File: config.mk
export PLATFORM = sky130hd
export DESIGN_NAME = rgb2raw_mosaic
export DESIGN_NICKNAME = d
export VERILOG_FILES = /design/src/rtl/pic_lay_pkg.sv /design/src/rtl/bayer_pos_counter.sv /design/src/rtl/rgb2raw_mosaic.sv
export SDC_FILE = /design/constraint.sdc
export NUM_CORES = 1
export LEC_CHECK = 0
export BUFFER_PORTS_ARGS = -buffer_cell sky130_fd_sc_hd__buf_2
export CAP_MARGIN = 20
export CORE_MARGIN = 3
export CORE_UTILIZATION = 35
export DETAILED_ROUTE_END_ITERATION = 8
export GPL_ROUTABILITY_DRIVEN = 0
export PLACE_DENSITY_LB_ADDON = 0.2
export SETUP_SLACK_MARGIN = 0.1
export SYNTH_ARGS = -nofsm -noshare
export SYNTH_HDL_FRONTEND = slang
export SYNTH_SLANG_ARGS = --single-unit
File: constraint.sdc
create_clock -name iCLK -period 5.6 [get_ports iCLK]
set_input_delay 1.12 -clock iCLK [delete_from_list [all_inputs] [get_ports iCLK]]
set_output_delay 1.12 -clock iCLK [all_outputs]
set_load 0.005 [all_outputs]
File: src/rtl/pic_lay_pkg.sv
`default_nettype none
// ============================================================================
// Module   : pic_lay_pkg
// Purpose  : Shared Bayer site codes, position-FSM encoding and colour-bar table
// Revision : 1.0 - initial release
// ============================================================================
package pic_lay_pkg;

    localparam logic [1:0] SITE_R  = 2'b00;
    localparam logic [1:0] SITE_GR = 2'b01;
    localparam logic [1:0] SITE_GB = 2'b10;
    localparam logic [1:0] SITE_B  = 2'b11;

    typedef enum logic [0:0] {
        ST_WAIT_SOF = 1'b0,
        ST_ACTIVE   = 1'b1
    } pos_state_t;

    // {R,G,B} per bar, index 0 (white) in the low slot, index 7 (black) on top
    localparam logic [7:0][2:0] BAR_TABLE = {
        3'b000, 3'b001, 3'b100, 3'b101, 3'b010, 3'b011, 3'b110, 3'b111
    };

    function automatic logic [2:0] bar_rgb(input logic [3:0] idx);
        if (idx > 4'd7)
            return 3'b000;
        return BAR_TABLE[idx[2:0]];
    endfunction

endpackage
`default_nettype wire

File: src/rtl/bayer_pos_counter.sv
`default_nettype none
// ============================================================================
// Module   : bayer_pos_counter
// Purpose  : Frame-sync FSM with X/Y raster counters and EOL/EOF/resync decode
// Revision : 1.0 - initial release
// ============================================================================
module bayer_pos_counter
    import pic_lay_pkg::*;
#(
    parameter int H_ACTIVE = 1280,
    parameter int V_ACTIVE = 720
) (
    input  logic        clk,
    input  logic        rst,
    input  logic        i_dval,
    input  logic        i_sof,
    output logic        o_accept,
    output logic [15:0] o_x,
    output logic [15:0] o_y,
    output logic        o_eol,
    output logic        o_eof,
    output logic        o_sync_err
);

    localparam logic [15:0] c_X_LAST = 16'(H_ACTIVE - 1);
    localparam logic [15:0] c_Y_LAST = 16'(V_ACTIVE - 1);

    pos_state_t  r_state, w_state_nxt;
    logic [15:0] r_x, r_y, w_x_nxt, w_y_nxt;
    logic        w_restart;

    always_ff @(posedge clk or posedge rst) begin
        if (rst) begin
            r_state <= ST_WAIT_SOF;
            r_x     <= '0;
            r_y     <= '0;
        end else begin
            r_state <= w_state_nxt;
            r_x     <= w_x_nxt;
            r_y     <= w_y_nxt;
        end
    end

    // A qualified SOF always places the pixel at (0,0), whatever the counters say
    always_comb begin
        w_restart   = i_dval & i_sof;
        o_accept    = i_dval & (w_restart | (r_state == ST_ACTIVE));
        o_x         = w_restart ? 16'd0 : r_x;
        o_y         = w_restart ? 16'd0 : r_y;
        o_eol       = o_accept & (o_x == c_X_LAST);
        o_eof       = o_eol & (o_y == c_Y_LAST);
        o_sync_err  = w_restart & (r_state == ST_ACTIVE) & ((r_x != 16'd0) | (r_y != 16'd0));
        w_state_nxt = r_state;
        w_x_nxt     = r_x;
        w_y_nxt     = r_y;
        if (o_accept) begin
            w_state_nxt = ST_ACTIVE;
            if (o_eof) begin
                w_x_nxt     = 16'd0;
                w_y_nxt     = 16'd0;
                w_state_nxt = ST_WAIT_SOF;
            end else if (o_eol) begin
                w_x_nxt = 16'd0;
                w_y_nxt = o_y + 16'd1;
            end else begin
                w_x_nxt = o_x + 16'd1;
                w_y_nxt = o_y;
            end
        end
    end

endmodule
`default_nettype wire

File: src/rtl/rgb2raw_mosaic.sv
`default_nettype none
// ============================================================================
// Module   : rgb2raw_mosaic
// Purpose  : RGB stream to Bayer RAW sample stream with X/Y counts, 1-cycle latency.
//            Optional colour-bar test pattern enabled by macro RGB2RAW_TESTPAT_EN.
// Revision : 1.0 - initial release
// ============================================================================
module rgb2raw_mosaic
    import pic_lay_pkg::*;
#(
    parameter int         DATA_SIZE   = 8,
    parameter int         H_ACTIVE    = 1280,
    parameter int         V_ACTIVE    = 720,
    parameter logic [1:0] BAYER_PHASE = 2'b00
) (
    input  logic                 iCLK,
    input  logic                 iRST,
    input  logic [DATA_SIZE-1:0] iRed,
    input  logic [DATA_SIZE-1:0] iGreen,
    input  logic [DATA_SIZE-1:0] iBlue,
    input  logic                 iDVAL,
    input  logic                 iSOF,
`ifdef RGB2RAW_TESTPAT_EN
    input  logic                 iTP_EN,
`endif
    output logic [DATA_SIZE-1:0] oDATA,
    output logic                 oDVAL,
    output logic [15:0]          oX_Cont,
    output logic [15:0]          oY_Cont,
    output logic                 oEOL,
    output logic                 oEOF,
    output logic                 oSYNC_ERR
);

    logic                 w_accept, w_eol, w_eof, w_sync_err;
    logic [15:0]          w_x, w_y;
    logic [1:0]           w_site;
    logic [DATA_SIZE-1:0] w_red, w_green, w_blue, w_sample;

    bayer_pos_counter #(
        .H_ACTIVE (H_ACTIVE),
        .V_ACTIVE (V_ACTIVE)
    ) u_pos (
        .clk        (iCLK),
        .rst        (iRST),
        .i_dval     (iDVAL),
        .i_sof      (iSOF),
        .o_accept   (w_accept),
        .o_x        (w_x),
        .o_y        (w_y),
        .o_eol      (w_eol),
        .o_eof      (w_eof),
        .o_sync_err (w_sync_err)
    );

`ifdef RGB2RAW_TESTPAT_EN
    localparam int          c_BAR_W    = H_ACTIVE / 8;
    localparam logic [15:0] c_BAR_LAST = (c_BAR_W > 0) ? 16'(c_BAR_W - 1) : 16'd0;

    logic [15:0] r_bar_px, w_bar_px;
    logic [3:0]  r_bar_idx, w_bar_idx;
    logic [2:0]  w_bar;

    // Bar position restarts on every X=0 pixel; index saturates at 8 (black)
    always_comb begin
        w_bar_px  = (w_x == 16'd0) ? 16'd0 : r_bar_px;
        w_bar_idx = (w_x == 16'd0) ? 4'd0  : r_bar_idx;
        w_bar     = (c_BAR_W == 0) ? 3'b000 : bar_rgb(w_bar_idx);
        w_red     = iTP_EN ? {DATA_SIZE{w_bar[2]}} : iRed;
        w_green   = iTP_EN ? {DATA_SIZE{w_bar[1]}} : iGreen;
        w_blue    = iTP_EN ? {DATA_SIZE{w_bar[0]}} : iBlue;
    end

    always_ff @(posedge iCLK or posedge iRST) begin
        if (iRST) begin
            r_bar_px  <= '0;
            r_bar_idx <= '0;
        end else if (w_accept) begin
            if (w_bar_px == c_BAR_LAST) begin
                r_bar_px  <= '0;
                r_bar_idx <= (w_bar_idx == 4'd8) ? w_bar_idx : w_bar_idx + 4'd1;
            end else begin
                r_bar_px  <= w_bar_px + 16'd1;
                r_bar_idx <= w_bar_idx;
            end
        end
    end
`else
    assign w_red   = iRed;
    assign w_green = iGreen;
    assign w_blue  = iBlue;
`endif

    always_comb begin
        w_site = {w_y[0], w_x[0]} ^ BAYER_PHASE;
        case (w_site)
            SITE_R:  w_sample = w_red;
            SITE_B:  w_sample = w_blue;
            default: w_sample = w_green;
        endcase
    end

    always_ff @(posedge iCLK or posedge iRST) begin
        if (iRST) begin
            oDATA     <= '0;
            oDVAL     <= 1'b0;
            oX_Cont   <= '0;
            oY_Cont   <= '0;
            oEOL      <= 1'b0;
            oEOF      <= 1'b0;
            oSYNC_ERR <= 1'b0;
        end else begin
            oDVAL     <= w_accept;
            oEOL      <= w_eol;
            oEOF      <= w_eof;
            oSYNC_ERR <= w_sync_err;
            if (w_accept) begin
                oDATA   <= w_sample;
                oX_Cont <= w_x;
                oY_Cont <= w_y;
            end
        end
    end

endmodule
`default_nettype wire

==> impl_metrics.json, run 1 <==
{
  "coreArea_mm2": 0.0105,
  "via_count": 3366,
  "synth_cells": 440,
  "finClkSkew_ns": 0.0173,
  "cts_htree_levels": 3,
  "peakVddDrop_mv": 0.112,
  "critPathKind": "in -> reg",
  "synthFlopType": "dfrtp_1",
  "dieArea_mm2": 0.0122,
  "arrival_ns": 3.83,
  "clk_pin_slew_ns": 0.09,
  "vias_per_cell": 5.26,
  "fmax_mhz": 282,
  "slowest_delay_ns": 0.73,
  "synth-edff-count": 0,
  "setup_viol": 0,
  "worst_slack_ns": 2.05,
  "endpoint": "u_pos.r_y[13]",
  "final_cell_count_no_fill": 640,
  "status": "finished clean",
  "grt_overflow_total": 0,
  "syn_area_per_cell_um2": 8.68,
  "yosysUniqueCellTypes": 43,
  "postCtsSetupBuffers": 0,
  "layout_min_cycle_time_ns": 3.55,
  "drt-initial-drc-count": 178,
  "maxSlewViolCount": 0,
  "chipHeight_um": 110,
  "post-route-period-util_pct": 63.3,
  "required_ns": 5.88,
  "grt_max_degree": 44,
  "dpl.hpwl_um": 6870,
  "top_layer_used": "met4",
  "final_util_pct": 43.1,
  "io_buffers": 71,
  "maxCapViolCount": 0,
  "syn-cell-area_mm2": 0.00382,
  "postPlaceCellArea_mm2": 0.00431,
  "clock-root-buffer": "clkbuf_8",
  "synth_fp_nets": 472,
  "pre_cts_slack_ns": 1.70,
  "grt_pass1_wl_um": 16400,
  "met1_length_um": 4430,
  "ctsResizeCount": 0,
  "grt_pass1_vias": 3302,
  "whs_ns": 0.483,
  "reg2reg_depth": 8,
  "crit_slowest_cell": "nor2_1",
  "critical_path.startpoint": "iDVAL",
  "cts_buffers": 9,
  "dp.cells": 624,
  "num_rows": 37,
  "pin_count": 72,
  "multi_input_area_mm2": 0.00175,
  "drcViolationCount": 0,
  "synth_seq_cells": 77,
  "cts.sinks": 77,
  "crit_path_cell_trace": "buf_2, nand2_1, nand2_1, inv_1, ha_1, nand3_1, nor2_1, nand4_1, nor3_2, mux2i_1",
  "drt_wl_total_um": 9540,
  "critPathMaxFanout": 11,
  "ys_seq_area_share_pct": 50.4,
  "tns_ns": 0,
  "seq_area_mm2": 0.00193,
  "wl_per_cell_um": 14.9,
  "clock_path_buffers": 2,
  "rsz0062_at_grt": "false",
  "hold_viol": 0,
  "yosysWarnings": 0,
  "fin_nets": 531,
  "worst_pin_slew_ns": 1.03,
  "die-width_um": 110,
  "regToRegStartpoint": "u_pos.r_x[0]",
  "wl_met2_um": 4380,
  "r2r-end": "u_pos.r_y[13]",
  "antenna_left": 0,
  "num-fill-cells": 1067,
  "final_cell_area_mm2": 0.00451,
  "num_antenna_cells": 0,
  "antenna_found_initial": 0,
  "async_flop_share_pct": 100,
  "cp_common_cell": "nand2_1",
  "routed-wl-met3_um": 559,
  "cts_hold_buf": 0,
  "track_usage_pct": 16.1,
  "cts_tree": "done",
  "crit_path_start_kind": "primary input",
  "clk_latency_ns": 0.36,
  "drive_gt1_share_pct": 20.8,
  "power_mw": 1.14,
  "worst_hold_path_type": "reg -> reg",
  "drtPass1Iterations": 4,
  "p_per_area_mw_per_mm2": 253,
  "syn_to_final_growth_pct": 17.9,
  "relSlewSlack_pct": 30.4,
  "leakage_nw": 2.06,
  "ff2ff_setup_slack_ns": 2.69,
  "start_util_pct": 36.5,
  "crit_path_end_kind": "flop"
}
-- cells in the mapped netlist (3+ instances only) --
library cell,instances,area share (%)
nand2_1,94,9.2
dfrtp_1,77,50
a21oi_1,51,6.7
nor2_1,32,3.1
o21ai_0,30,3.9
clkbuf_1,29,2.8
nand3_1,17,2.2
nand4_1,13,2.1
a22oi_1,8,1.6
and3_1,8,1.3
inv_1,7,0.69
nor4_1,7,1.1
and2_1,5,0.82
or3_1,5,0.82
xor2_1,5,1.1
ha_1,4,1.3
nor3_1,4,0.52
a22o_1,3,0.69
and4_1,3,0.69
nand3b_1,3,0.59
o211ai_1,3,0.59
o22ai_1,3,0.49
o31ai_1,3,0.59
-- layout by cell type, fill, tap and decap left out, types with 5 or more instances in the layout --
cell / instances
nand2_1: 94
dfrtp_1: 77
buf_2: 71
a21oi_1: 51
nor2_1: 32
o21ai_0: 30
nand3_1: 17
nand4_1: 13
clkbuf_8: 9
a22oi_1: 8
and3_1: 8
nor4_1: 7
inv_1: 6
buf_4: 6
and2_1: 5
or3_1: 5
xor2_1: 5
-- cell families after synthesis --
group,count (synthesis),share of synthesized area [%]
AO/OA/AOI/OAI,111,16.7
flip-flops,77,50.4
adder cells (fa/ha/maj),4,1.31
multiplexers,3,0.852
AND/OR/NAND/NOR,201,25.5
buffers and inverters,37,3.64
XOR/XNOR,7,1.61
-- where the power goes --
group | internal [mW] | switching, mW | leakage (nW)
logic | 0.0494 | 0.0731 | 0.922
clock network | 0.207 | 0.212 | 0.0954
registers | 0.578 | 0.0220 | 1.04
-- worst max-delay path: cells and delay by family --
| kind | cells | cell delay [ns] |
|---|---|---|
| buffers and inverters | 2 | 0.26 |
| adders and majority gates | 1 | 0.21 |
| muxes | 1 | 0.23 |
| and+or+nand+nor | 6 | 2.01 |
-- area by class of cell --
class | instances | share of cell area (%)
inverter | 7 | 0.583
clock buffer | 9 | 2.75
timing repair buffer | 78 | 9.50
clock inverter | 7 | 1.69
tap | 136 | 3.78
sequential | 77 | 42.8
multi-input combinational | 326 | 38.9
-- routing by layer --
layer	global-route usage (%)	vias up
met5	0	-
met2	25.5	108
met3	3.67	14
met1	21.5	1584
li1	-	1660
met4	5.99	0
-- registers in the layout, summed over array words and instances (netlist names) --
name	cells
oY_Cont	16
u_pos.r_y	16
u_pos.r_x	16
oDATA	8
oEOL	1
oDVAL	1
oX_Cont	16
u_pos.r_state	1
oEOF	1
oSYNC_ERR	1
-- worst min-delay path by stage --
stage / start / slack (ns) / depth (start not counted) / to
final: oY_Cont[0] / 0.48 / 2 / oY_Cont[0]
after global routing: oDATA[7] / 0.52 / 2 / oDATA[7]
after CTS: oY_Cont[0] / 0.49 / 2 / oY_Cont[0]
after detailed placement: oY_Cont[0] / 0.47 / 2 / oY_Cont[0]
after global placement: oDATA[3] / 0.46 / 2 / oDATA[3]
after floorplan: oDATA[0] / 0.47 / 2 / oDATA[0]
(Power assumes the default switching activity.)
==> inputs of run 2 (changes only) <==
clock period = 3 ns   (was 5.6 ns; I/O delays follow)
==> run 2 against run 1 <==
Design area increased by 2.0%. Sequential cell count unchanged. Clock skew is 0.0047 ns lower.
==> impl_metrics.json, run 2 (synthesis gave the netlist of run 1 again) <==
{
  "cts_buffers": 9,
  "postCtsSetupBuffers": 0,
  "die-width_um": 110,
  "rsz0062_at_grt": "false",
  "cts.sinks": 77,
  "cts_htree_levels": 3,
  "grt_pass1_vias": 3347,
  "maxSlewViolCount": 0,
  "cts_tree": "done",
  "grt_max_degree": 42,
  "crit_slowest_cell": "nor2_1",
  "final_cell_count_no_fill": 647,
  "post-route-period-util_pct": 83.2,
  "syn_to_final_growth_pct": 20.3,
  "cts_hold_buf": 0,
  "layout_common_cells": "nand2_1 (94), dfrtp_1 (77), buf_2 (71)",
  "num-fill-cells": 1084,
  "ctsResizeCount": 0,
  "leakage_nw": 2.12,
  "drt_wl_total_um": 9650,
  "clk_pin_slew_ns": 0.08,
  "grt_overflow_total": 0,
  "fin_nets": 539,
  "num_antenna_cells": 0,
  "status": "finished clean",
  "arrival_ns": 2.76,
  "layout_min_cycle_time_ns": 2.50,
  "start_util_pct": 36.5,
  "cp_common_cell": "nand2_1",
  "coreArea_mm2": 0.0105,
  "hold_viol": 0,
  "dp.cells": 632,
  "vias_per_cell": 5.20,
  "grt_pass1_wl_um": 16700,
  "setup_viol": 0,
  "dieArea_mm2": 0.0122,
  "via_count": 3363,
  "reg2reg_depth": 9,
  "clock-root-buffer": "clkbuf_8",
  "antenna_left": 0,
  "clock_path_buffers": 2,
  "tns_ns": 0,
  "wl_per_cell_um": 14.9,
  "drt-initial-drc-count": 187,
  "critPathKind": "in -> reg",
  "drcViolationCount": 0,
  "required_ns": 3.26,
  "p_per_area_mw_per_mm2": 497,
  "crit_path_end_kind": "flop",
  "io_buffers": 71,
  "critPathMaxFanout": 10,
  "chipHeight_um": 110,
  "finClkSkew_ns": 0.0126,
  "dpl.hpwl_um": 6940,
  "slowest_delay_ns": 0.30,
  "peakVddDrop_mv": 0.280,
  "worst_hold_path_type": "in -> async",
  "track_usage_pct": 16.4,
  "relSlewSlack_pct": 47.3,
  "clk_latency_ns": 0.35,
  "antenna_found_initial": 0,
  "fmax_mhz": 401,
  "num_rows": 37,
  "crit_path_start_kind": "primary input",
  "pin_count": 72,
  "drtPass1Iterations": 4,
  "worst_pin_slew_ns": 0.789,
  "maxCapViolCount": 0,
  "layout_commonest_cell": "nand2_1",
  "crit_path_cell_trace": "buf_2, nand2_1, nand2_1, inv_1, ha_1, nand3_1, nor2_1, buf_4, nand4_1, nor3_2, mux2i_1",
  "drive_gt1_share_pct": 21.9
}
[run 2: cell count changes in the layout (fill, tap and decap cells not counted)]
cell	change
buf_4	+8
bufinv_16	+2
clkinv_4	-1
clkinvlp_4	-2
buf_16	-1
buf_12	+1
[run 2: worst paths after layout]
| kind | from | endpoint | slack [ns] |
|---|---|---|---|
| worst min-delay path | iRST | oDATA[6] | 0.39 |
| min in group iCLK | oDATA[1] | oDATA[1] | 0.48 |
| worst max register to register | u_pos.r_x[0] | u_pos.r_y[13] | 0.52 |
| max in group asynchronous | iRST | u_pos.r_y[3] | 1.91 |
| worst min register to register | oDATA[1] | oDATA[1] | 0.48 |
| worst max-delay path | iDVAL | u_pos.r_y[13] | 0.50 |
[run 2: critical path, delay by kind of cell]
| kind | cells | cell delay (ns) |
|---|---|---|
| muxes | 1 | 0.21 |
| adders and majority gates | 1 | 0.21 |
| and+or+nand+nor | 6 | 1.24 |
| buffers and inverters | 3 | 0.49 |
[run 2: final cells by class]
class | instances | area, um^2 | share of cell area (%)
clock buffers | 9 | 124 | 2.70
inverters | 7 | 26.3 | 0.572
well taps | 136 | 170 | 3.70
clock inverters | 6 | 113 | 2.45
multi-input cells | 326 | 1750 | 38.2
repair buffers | 86 | 480 | 10.5
flip-flops and latches | 77 | 1930 | 41.9
[run 2: layer usage]
metal | up-vias | GRT usage (%) | share of wire, %
li1 | 1681 | - | -
met1 | 1563 | 22.3 | 48
met2 | 108 | 25.7 | 45
met3 | 11 | 3.45 | 6.1
met4 | 0 | 5.91 | 1.3
met5 | - | 0 | 0
[run 2: power breakdown]
part	switching, mW	internal [mW]
clock network	0.384	0.549
registers	0.0395	1.08
logic	0.136	0.0929
total	0.560	1.72
[run 2: stage by stage]
step                      cell area, um^2  setup slack, ns  util [%]  total power, mW  hold slack, ns
after global routing                 4590            0.318      43.9             2.39           0.460
after detailed placement             4360            0.188      41.7             1.37           0.471
final                                4590            0.504      43.9             2.28           0.393
after global placement               4360            0.319      41.7             1.37           0.458
after CTS                            4590            0.520      43.9             2.31           0.425
after floorplan                      3820            0.173         -             1.27           0.473
